[src/rtl/data_mem_pkg.sv]
// Shared widths and types for the processor data memory.
// Default geometry: 64 words of 32 bits.
package dmem_pkg;

    localparam int DATA_W = 32;
    localparam int IDX_W  = 6;
    localparam int DEPTH  = 1 << IDX_W;

    typedef logic [DATA_W-1:0] word_t;

endpackage

[src/rtl/data_mem_array.sv]
// 2^r x n register array with a synchronous clear, one write port and an
// asynchronous read port. Clear overrides write.
module data_mem_array
    import dmem_pkg::*;
#(
    parameter int n = DATA_W,
    parameter int r = IDX_W
) (
    input  logic         clk,
    input  logic         clear,
    input  logic         write_en,
    input  logic [r-1:0] write_idx,
    input  logic [n-1:0] write_data,
    input  logic [r-1:0] read_idx,
    output logic [n-1:0] read_data
);

    localparam int WORDS = 1 << r;

    logic [n-1:0] mem_reg [WORDS];

    // Built from flops rather than block RAM: the read has to be combinational
    // and every word has to clear in a single cycle.
    always_ff @(posedge clk) begin
        if (clear) begin
            for (int i = 0; i < WORDS; i++) begin
                mem_reg[i] <= '0;
            end
        end else if (write_en) begin
            mem_reg[write_idx] <= write_data;
        end
    end

    assign read_data = mem_reg[read_idx];

endmodule

[src/rtl/data_mem.sv]
// Single-port word-addressed data memory. Only the low r address bits are
// decoded, so higher addresses alias onto the array.
module data_mem
    import dmem_pkg::*;
#(
    parameter int n = DATA_W,
    parameter int r = IDX_W
) (
    input  logic         clk,
    input  logic         reset,
    input  logic         writeEnable,
    input  logic [n-1:0] addr,
    input  logic [n-1:0] writeData,
    output logic [n-1:0] readData
);

    logic [r-1:0]   word_idx;
    logic           store_en;
    logic [n-r-1:0] unused_addr_hi;

    assign word_idx       = addr[r-1:0];
    assign unused_addr_hi = addr[n-1:r];

    // Reset wins over a store on the same edge, so that store is dropped.
    assign store_en = writeEnable & ~reset;

    data_mem_array #(
        .n(n),
        .r(r)
    ) u_array (
        .clk       (clk),
        .clear     (reset),
        .write_en  (store_en),
        .write_idx (word_idx),
        .write_data(writeData),
        .read_idx  (word_idx),
        .read_data (readData)
    );

endmodule

[config.mk]
export PLATFORM = sky130hd
export DESIGN_NAME = data_mem
export DESIGN_NICKNAME = d
export VERILOG_FILES = /design/src/rtl/data_mem_pkg.sv /design/src/rtl/data_mem_array.sv /design/src/rtl/data_mem.sv
export SDC_FILE = /design/constraint.sdc
export NUM_CORES = 2
export LEC_CHECK = 0
export CAP_MARGIN = 0
export CORE_MARGIN = 2
export CORE_UTILIZATION = 35
export CTS_BUF_LIST = sky130_fd_sc_hd__clkbuf_4
export DETAILED_ROUTE_END_ITERATION = 8
export DONT_BUFFER_PORTS = 1
export HOLD_SLACK_MARGIN = 0.08
export PLACE_DENSITY = 0.61
export SYNTH_ARGS = -nofsm -noshare
export SYNTH_HDL_FRONTEND = slang
export SYNTH_SLANG_ARGS = --single-unit
[constraint.sdc]
create_clock -name clk -period 2.62 [get_ports clk]
set_clock_uncertainty 0.2 [all_clocks]
set_input_delay 0.524 -clock clk [delete_from_list [all_inputs] [get_ports clk]]
set_output_delay 0.524 -clock clk [all_outputs]
set_load 0.1 [all_outputs]
==> impl_metrics.ini <==
[pwr]
p_leak_nw = 41.3
powerDensity_nw_per_um2 = 654
vdd_drop_max_uv = 460

[synthesis]
syn_area_per_cell_um2 = 13.4
ys_ff_latch = 2048
synth-async-reset-ratio_pct = 0
synth_top_area_share_pct = 66.2
ys_seq_area_share_pct = 66.2
synth_enable_flop_cells = 2048
syn_area_um2 = 92800
yosysTopAreaCell = edfxtp_1
ys.flop_type = edfxtp_1
synth_cells = 6906
yosysUniqueCellTypes = 59
syn-num-nets = 6973
ys.warnings.count = 0
synthTopCellsByArea = edfxtp_1 (66%), and2_1 (14%), a221oi_1 (3.1%)

[outcome]
violations = slew limit, setup timing
status = finished, violations left

[routing]
wl_per_cell_um = 27.8
drt-met1-wl_um = 124000
avgViaCountPerCell = 5.57
antenna_left = 0
wl_met3_um = 36900
dr_wl_met2_um = 146000
drt_iter0_drc = 9429
drt_pass1_iterations = 8
finalWirelength_um = 323000
drcViolationCount = 0
maxUsedRoutingLayer = met5
num_vias = 64600

[critical_path]
setup.worst_path.start_class = input port
worstPathRequired_ns = 1.90
cp-end-kind = output port
worstSetupPathType = input port to output port
cp.arrival_ns = 4.36
cp_max_fo = 430

[timing]
finalWorstSetupSlack_ns = -2.47
hold_viol = 0
tightest_slew_ns = 1.81
setup_viol = 73
hold_ws_ns = 0.159
grt_setup_unrepaired = true
fmax_mhz = 197
slew_violations = 107
slew_headroom_pct = -20.5
fin_crit_ns = 5.09
finalCritPeriodShare_pct = 194

[global_routing]
antenna_found_initial = 39
grt_pass1_vias = 64200
grt_use_total_pct = 23.4
grt_remaining_overflow = 0
grt_start_max_net_pins = 431
grt_first_pass_wirelength_um = 458000

[layout]
largest_reg_flops = 2048
utilization_pct = 43.3
final.fill_count = 24100
layout.nets = 7777
area_delta_synth_final_pct = 23.2
drive_gt1_share_pct = 28.2

[clock_tree]
cts_buffers = 566
max-clock-path-buffers = 4
post_cts_buffers = 0
htreeDepth = 6
root_buffer = clkbuf_4
cts_tree = yes
cts.sinks = 2048
cts.clk_slew.worst_paths_ns = 0.06

[die]
start_util_pct = 35.1
fp.dieH_um = 519
core_um2 = 264000
die_area_um2 = 269000
die_w_um = 519
io_pins = 99
rows = 189

[hold_path]
min_path_type = input port to flop

[placed_design]
numPortBuffers = 0
hpwl_um = 193000
gp_congestion = 0.920

[flow_run]
maxCapViolations = 0
==> worst max-delay path: stages <==
cell and delay (ns):
and2_2 0.99, a22o_1 0.33, a22oi_1 0.13, o21ai_0 0.17, a211oi_4 0.48, buf_4 0.20
nand4_1 0.29, buf_4 0.28, buf_12 0.16
==> repair_timing <==
action	4_1_cts	5_1_grt
pin swaps	101	44
gates resized for setup	222	60
hold buffers	169	0
hold endpoints to repair	4096	0
setup endpoints to repair	32	56
==> power breakdown <==
| group | internal, mW | total [mW] | leakage, nW | switching (mW) |
|---|---|---|---|---|
| clock network | 15.0 | 28.4 | 4.11 | 13.4 |
| registers | 37.7 | 38.2 | 19.5 | 0.531 |
| logic | 3.00 | 8.18 | 17.7 | 5.18 |
==> worst paths after layout <==
kind / from / to / slack, ns / depth (start not counted)
setup / recovery: addr[2] / readData[25] / -2.47 / 9
hold / removal: writeData[15] / u_array.mem_reg[3][15] / 0.16 / 3
==> Yosys cell counts, types with 3 or more instances <==
master	n
a211oi_1	43
o221ai_1	29
o22ai_1	158
a31o_2	14
buf_4	20
or3_1	4
a211o_1	29
mux2_2	129
a222oi_1	15
and2_1	2053
or2_2	65
nand3_1	7
a21oi_1	93
buf_2	125
a221oi_1	331
clkbuf_1	533
o2bb2ai_1	29
nor4_1	14
a221o_1	16
o22a_1	13
o32ai_1	4
nor3_1	38
o21ai_0	104
o2111ai_1	14
nor2b_1	7
nand2_1	73
a221oi_2	3
buf_6	18
a31oi_1	19
a22o_1	34
a22oi_1	291
nand4_1	18
edfxtp_1	2048
buf_1	66
nor2_1	191
mux4_2	9
mux2i_1	209
nor2_2	12
==> area by class of cell <==
class	instances	area, µm²	share of cell area (%)
Clock buffer	834	6260	5.48
Tap cell	3533	4420	3.87
Antenna cell	16	40.0	0.0350
Sequential cell	2048	61500	53.8
Multi-Input combinational cell	4093	30300	26.5
Timing Repair Buffer	998	11300	9.91
Inverter	3	21.3	0.0186
Clock inverter	87	502	0.439
==> kinds of logic after synthesis <==
family	share of synthesized area (%)
simple gates	16.1
flops	66.2
compound gates	10.1
buf+inv	3.49
mux	4.09
==> cell usage in the layout (no fill, tap or decap), drive strengths merged, types with 6 or more instances in the layout <==
master	count
mux2	131
a22oi	292
o2bb2ai	29
dlygate4sd3	125
or2	66
inv	19
o2111ai	14
o22ai	158
mux4	10
a31o	14
a222oi	15
a221oi	334
clkbuf	834
nor2b	7
buf	873
a21oi	93
o21ai	105
and2	2053
o221ai	29
nor4	14
clkinv	63
nand3	7
a211oi	43
a211o	29
diode	16
edfxtp	2048
mux2i	209
a22o	34
nand2	73
bufinv	6
o22a	13
a31oi	19
nand4	18
nor2	204
a221o	16
nor3	38
==> per-layer routing <==
metal  vias up  GRT usage, %
met2      3967          35.6
li1      27500             -
met4        10          11.5
met3       653          5.86
met5         -             0
met1     32500          30.9
==> stage by stage <==
| stage | setup WS (ns) | setup TNS (ns) | total power, mW | std cells | area [µm²] |
|---|---|---|---|---|---|
| 2_1_floorplan | -0.868 | -18.28 | 42.5 | 6906 | 93400 |
| 3_3_place_gp | -2.14 | -959.38 | 45.4 | 10500 | 104000 |
| 3_5_place_dp | -2.14 | -1087.97 | 45.5 | 10500 | 104000 |
| 4_1_cts | -2.09 | -57.13 | 75.0 | 11600 | 114000 |
| 5_1_grt | -2.13 | -58.26 | 77.2 | 11600 | 114000 |
| 6_report | -2.47 | -74.12 | 74.8 | 11600 | 114000 |
Note: power is estimated with default switching activity, not from simulation.
